## config.mk

```make
export PLATFORM = sky130hd
export DESIGN_NAME = mem_stage
export DESIGN_NICKNAME = d
export VERILOG_FILES = /design/src/rtl/mem_stage.sv
export SDC_FILE = /design/constraint.sdc
export NUM_CORES = 2
export LEC_CHECK = 0
export CAP_MARGIN = 20
export CORE_MARGIN = 2
export CORE_UTILIZATION = 41
export DETAILED_ROUTE_END_ITERATION = 8
export GPL_TIMING_DRIVEN = 0
export PLACE_DENSITY = 0.54
export REMOVE_ABC_BUFFERS = 1
export SYNTH_ARGS = -nofsm -noshare
export SYNTH_HDL_FRONTEND = slang
export SYNTH_SLANG_ARGS = --single-unit
```

## constraint.sdc

```tcl
create_clock -name clock -period 2.75 [get_ports clock]
set_input_delay 0.4125 -clock clock [delete_from_list [all_inputs] [get_ports clock]]
set_output_delay 0.4125 -clock clock [all_outputs]
set_load 0.03 [all_outputs]
```

## src/rtl/mem_stage.sv

```systemverilog
// mem_stage: pipeline MEM stage with a 256x8 data memory and the MEM/WB register.
//   clock, reset            : clock, synchronous active-high reset
//   stall, flush            : hold the stage / insert a bubble into MEM/WB
//   valid_in, WR_in, RM_in,
//   MW_in, ACIN, WDATA, rd_in : instruction arriving from EX (ACIN doubles as address)
//   ACOUT, MEMOUT, WR, RM,
//   rd, valid_out           : MEM/WB register contents driven to WB
//   fwd_valid, fwd_rd,
//   fwd_data                : forwarding path to EX
// Optional feature: define MEMSTAGE_FWD_EN to enable the forwarding path;
// otherwise the fwd_* ports are tied to zero.
module mem_stage (
    input  logic       clock,
    input  logic       reset,
    input  logic       stall,
    input  logic       flush,
    input  logic       valid_in,
    input  logic       WR_in,
    input  logic       RM_in,
    input  logic       MW_in,
    input  logic [7:0] ACIN,
    input  logic [7:0] WDATA,
    input  logic [1:0] rd_in,
    output logic [7:0] ACOUT,
    output logic [7:0] MEMOUT,
    output logic       WR,
    output logic       RM,
    output logic [1:0] rd,
    output logic       valid_out,
    output logic       fwd_valid,
    output logic [1:0] fwd_rd,
    output logic [7:0] fwd_data
);

    localparam int unsigned DW    = 8;
    localparam int unsigned DEPTH = 256;

    // Data memory; zero at time 0 and deliberately not cleared by reset.
    logic [DW-1:0] mem_q [0:DEPTH-1] = '{default: '0};

    logic [DW-1:0] acout_q, acout_d;
    logic [DW-1:0] memout_q, memout_d;
    logic          wr_q, wr_d;
    logic          rm_q, rm_d;
    logic [1:0]    rd_q, rd_d;
    logic          valid_q, valid_d;
    logic          mem_we_c;

    // Store only for a real instruction on an advancing, non-reset edge.
    assign mem_we_c = valid_in && MW_in && !stall && !flush && !reset;

    // Next-state of MEM/WB: flush kills valid/WR only, stall holds everything.
    always_comb begin
        acout_d  = acout_q;
        memout_d = memout_q;
        wr_d     = wr_q;
        rm_d     = rm_q;
        rd_d     = rd_q;
        valid_d  = valid_q;
        if (flush) begin
            valid_d = 1'b0;
            wr_d    = 1'b0;
        end else if (!stall) begin
            acout_d  = ACIN;
            memout_d = mem_q[ACIN];   // pre-write contents: store+load returns old data
            wr_d     = WR_in && valid_in;
            rm_d     = RM_in;
            rd_d     = rd_in;
            valid_d  = valid_in;
        end
    end

    // MEM/WB register.
    always_ff @(posedge clock) begin
        if (reset) begin
            acout_q  <= '0;
            memout_q <= '0;
            wr_q     <= 1'b0;
            rm_q     <= 1'b0;
            rd_q     <= '0;
            valid_q  <= 1'b0;
        end else begin
            acout_q  <= acout_d;
            memout_q <= memout_d;
            wr_q     <= wr_d;
            rm_q     <= rm_d;
            rd_q     <= rd_d;
            valid_q  <= valid_d;
        end
    end

    // Synchronous memory write.
    always_ff @(posedge clock) begin
        if (mem_we_c) begin
            mem_q[ACIN] <= WDATA;
        end
    end

    assign ACOUT     = acout_q;
    assign MEMOUT    = memout_q;
    assign WR        = wr_q;
    assign RM        = rm_q;
    assign rd        = rd_q;
    assign valid_out = valid_q;

`ifdef MEMSTAGE_FWD_EN
    // Forward whatever WB is about to write back.
    assign fwd_valid = valid_q && wr_q;
    assign fwd_rd    = rd_q;
    assign fwd_data  = rm_q ? memout_q : acout_q;
`else
    assign fwd_valid = 1'b0;
    assign fwd_rd    = 2'b00;
    assign fwd_data  = 8'h00;
`endif

endmodule

```

Word-level counts from Yosys, hierarchy flattened

Memory sizes are Yosys's and may differ from the RTL's. A register that Yosys moved wholly into a read port is not among the register bits.
Cells that the tools add are included.

Latch bits: 0
Memory bits (writable): 2,048
Output and inout port bits: 32
Word-level logic and storage cells: 20
Memory bits (read-only): 0
Register bits: 13
Memories: 1

Mux-type cells: 2
Shift-type cells: 0
Order comparisons: 0
Eq/ne operators: 0
Reductions and logical operators: 10
Divide/modulo/power cells: 0
Multiply operators: 0
$add $sub $neg: 0
Bitwise logic cells: 2

Memories:

| name  | depth | bits a word | read ports | clocked after Yosys merged registers in | write ports | RTL line | text |
|---|---|---|---|---|---|---|---|
| mem_q | 256   | 8           | 1          | 1                                       | 1           | 39       | `logic [DW-1:0] mem_q [0:DEPTH-1] = '{default: '0};` |

Operators by type and width:

| cell                | count |
|---|---|
| logical AND 1 bit   | 5 |
| zero test 1 bit     | 3 |
| 2-to-1 mux 1 bit    | 2 |
| inverter 1 bit      | 2 |
| AND reduction 2 bit | 1 |
| OR reduction 2 bit  | 1 |

Longest topological paths before layout

Word-level depth: 6
Gate-level depth with buffers: 13

Worst setup path after synthesis

Ideal clock, no wire load.

Kind: in2reg
Start: in ACIN[0]
End: mem mem_q[112][0], enable pin
Path buffers: 8
Required time: 2.380 ns
Arrival time: 2.539 ns
Setup slack: -0.159 ns
Cell stages on the path: 11
Path through: buf_6 -> buf_12 -> buf_6 -> buf_6 -> buf_6 -> buf_4 -> buf_2 -> nor3_1 -> nand2_1 -> buf_2 -> nor2_1

RTL lines:

| element            | RTL line | text |
|---|---|---|
| start: declaration | 21       | `input logic [7:0] ACIN,` |
| end: declaration   | 39       |  |

No word-level cell before the write port.

Worst setup path in the final report

Start: in ACIN[3]
End: mem mem_q[114][6], enable pin

No word-level cell before the write port.

==> impl_results.md <==
- Clk root buf: clkbuf_16
- CTS tree: yes
- Worst-Skew Late Latency: 0.83 ns
- Synth top area share: 0.763
- Post-synth top area cell: edfxtp_1
- Endpoints failing hold: 0
- Crit Path Max Fanout: 73
- Area contributors post-synth: edfxtp_1 (76%), mux4_2 (15%), mux2i_1 (2.0%)
- Synth Register Bits: 2069
- Most common cell after layout, fill and taps aside: edfxtp_1
- Outcome: finished with violations
- Setup CP Type: in -> reg
- Period utilization: 1.07
- Post-synth top flop: edfxtp_1
- Initial antenna violation count: 6
- Final Non-Filler Cells: 6656
- Initial core utilization: 0.413
- Worst rel slew slack: 0.157
- Nets: 3886
- Max stage delay on crit path: 0.74 ns
- Commonest cells after routing, fill and taps aside: edfxtp_1 (2048), mux4_2 (520), clkbuf_16 (225)
- Fill count: 15.9k
- Crit-path slowest cell: nor2_1
- Die Wd: 447 um
- Post-Syn Area per Cell: 21.6 um2
- Final setup fails: 458
- Grt total ovfl: 0
- Ys Warns: 0
- Power Total: 65.8 mW
- Die outline height: 447 um
- Crit path required time: 3.21 ns
- Register area share after synthesis: 0.768
- Routed vias: 38.8k
- Pwr per Cell Area: 707 nW/um2
- Total GRT Usage: 0.215
- Arrival @ worst endpoint: 3.40 ns
- WP buf/inv: 3
- Cell family with most CP delay: simple AND/OR/NAND/NOR gates
- Post-Route WL: 218000 um
- Row count: 162
- Largest net degree at the start of global routing: 153
- Synthesized cell area: 80600 um2
- Path category of the worst min-delay check: in -> reg
- Pins Over Slew Limit: 0
- Area of the multi-input gates: 18600 um2
- Pleak: 28.7 nW
- Minimum clock period after layout: 2.94 ns
- DR iter-0 viols: 4415
- Synth async-reset ratio: 0
- Wirelength per Cell: 32.8 um
- Worst VDD drop: 0.635 mV
- Share of layout cells above drive strength 1: 0.304
- Yosys cell types: 64
- Most frequent CP cell: buf_12
- Final instance area: 93200 um2
- Post-synth EDFFs: 2048
- Worst slew pin tran: 1.26 ns
- CTS buffer count: 206
- Die footprint: 200000 um2
- CP startpoint kind: input pin
- Worst path cell trace: buf_12 > buf_16 > nor2_1 > nand2_2 > buf_12 > nor2_2
- Final worst slack: -0.188 ns
- CP Capture Type: flip-flop
- Worst slack at placement: -2.35 ns
- Global-route wire length before repair: 301000 um
- Core ar.: 195000 um2
- FMAX: 0.340 GHz
- Port bufs: 46
- Pre-antenna DRT Iters: 6
- Max Cap Viol: 0
- Gpl congestion: 0.730
- Failing checks: negative setup slack
- Placed instance count: 6227
- Remaining antenna violation count: 0
- Clock-pin slew on the worst setup and hold paths: 0.06 ns
- Area Growth Syn to Fin: 15.6%
- RSZ-0062 raised after global routing: true
- DP Wirelength: 119000 um
- Vias/cell: 5.83
- Reg area: 61900 um2
- Clock Skew: 0.0369 ns
- H-Tree Depth: 4
- Vias in the first global route: 38.7k
- # IOs: 58
- Post-route DRC: 0
- Gate Count Post-Synth: 3730
- Placed standard-cell area: 84200 um2
- CTS Buffer Depth: 3
- Clock sinks: 2069
==> final cells by class <==
cell class | instances | area share
diodes | 6 | 0.000161
clock buffers | 251 | 0.0595
well taps | 2624 | 0.0352
multi-input cells | 1428 | 0.200
inverters | 9 | 0.000497
flip-flops and latches | 2069 | 0.665
clock inverters | 123 | 0.0108
repair buffers | 146 | 0.0296
==> power breakdown <==
part           leakage (nW)  switching [mW]  total [mW]  internal, mW
sequential             18.6          0.0289        34.7          34.7
clock                  3.22            11.8        27.6          15.8
combinational          6.88            2.23        3.54          1.31
==> timing repair <==
item	4_1_cts	5_1_grt
pin swaps	4	3
setup endpoints to repair	2056	1234
gates cloned	19	12
hold buffers	0	0
gates resized for setup	285	108
buffers inserted	12	6
==> layer usage <==
metal,vias up,wire length (um),GRT usage
li1,15900,-,-
met1,21200,93500,0.312
met2,1428,106000,0.343
met3,299,13400,0.0317
met4,2,5180,0.0529
met5,-,13,0
==> final timing paths <==
check                     from       endpoint  slack [ns]  depth (start not counted)
setup reg to reg  mem_q[39][6]      MEMOUT[6]        0.02                          7
hold / removal        WDATA[6]   mem_q[28][6]        0.06                          1
setup / recovery       ACIN[3]  mem_q[114][6]       -0.19                          6
hold reg to reg       ACOUT[6]       ACOUT[6]        0.45                          2
==> worst register-to-register path, cell delays in order (launching register included) <==
cell and delay [ns]:
edfxtp_1 0.36, mux4_2 0.51, mux2i_2 0.26, o22a_1 0.20
nand3_1 0.23, a2111oi_4 0.51, o31a_1 0.37, a311oi_1 0.13
==> cells in the mapped netlist (4+ instances only) <==
cell,count
buf_6,28
o21bai_1,4
dfxtp_1,21
a2111oi_0,5
nor4_1,5
a221oi_1,7
o211ai_1,6
nor3_1,14
and3_1,7
nor2b_1,15
o21ai_1,6
nand2_1,124
mux2i_1,161
mux2_2,11
a32oi_1,10
mux4_2,520
nand3_1,29
buf_2,63
a311oi_1,4
inv_1,7
a31oi_1,13
a21oi_1,26
o21ai_0,15
nor2_1,284
buf_8,4
clkbuf_1,59
edfxtp_1,2048
buf_1,13
nand2b_1,6
a22oi_1,53
o22ai_1,26
nand4_1,4
or2_2,5
or3_1,4
o2111ai_1,5
a32o_1,4
a22o_1,8
buf_4,68
==> sequential cells by signal (all words and copies together), names as in the netlist <==
name and flops:
mem_q 2048, rd 2, ACOUT 8, WR 1, MEMOUT 8, RM 1, valid_out 1
==> per-stage QoR <==
stage           util  hold WS, ns  TNS (ns)
2_1_floorplan      -        0.482         0
3_3_place_gp   0.425        0.448         -
3_5_place_dp   0.431        0.447  -3301.08
4_1_cts        0.473       0.0633    -31.65
5_1_grt        0.477       0.0703    -39.33
6_report       0.477       0.0556    -28.37
==> cell families after synthesis <==
family,Yosys count,synth area share
AO/OA/AOI/OAI,217,0.0195
buffers and inverters,245,0.0190
flip-flops,2069,0.768
multiplexers,692,0.167
other,1,0.0000465
AND/OR/NAND/NOR,506,0.0262
Note: power is estimated with default switching activity, not from simulation.
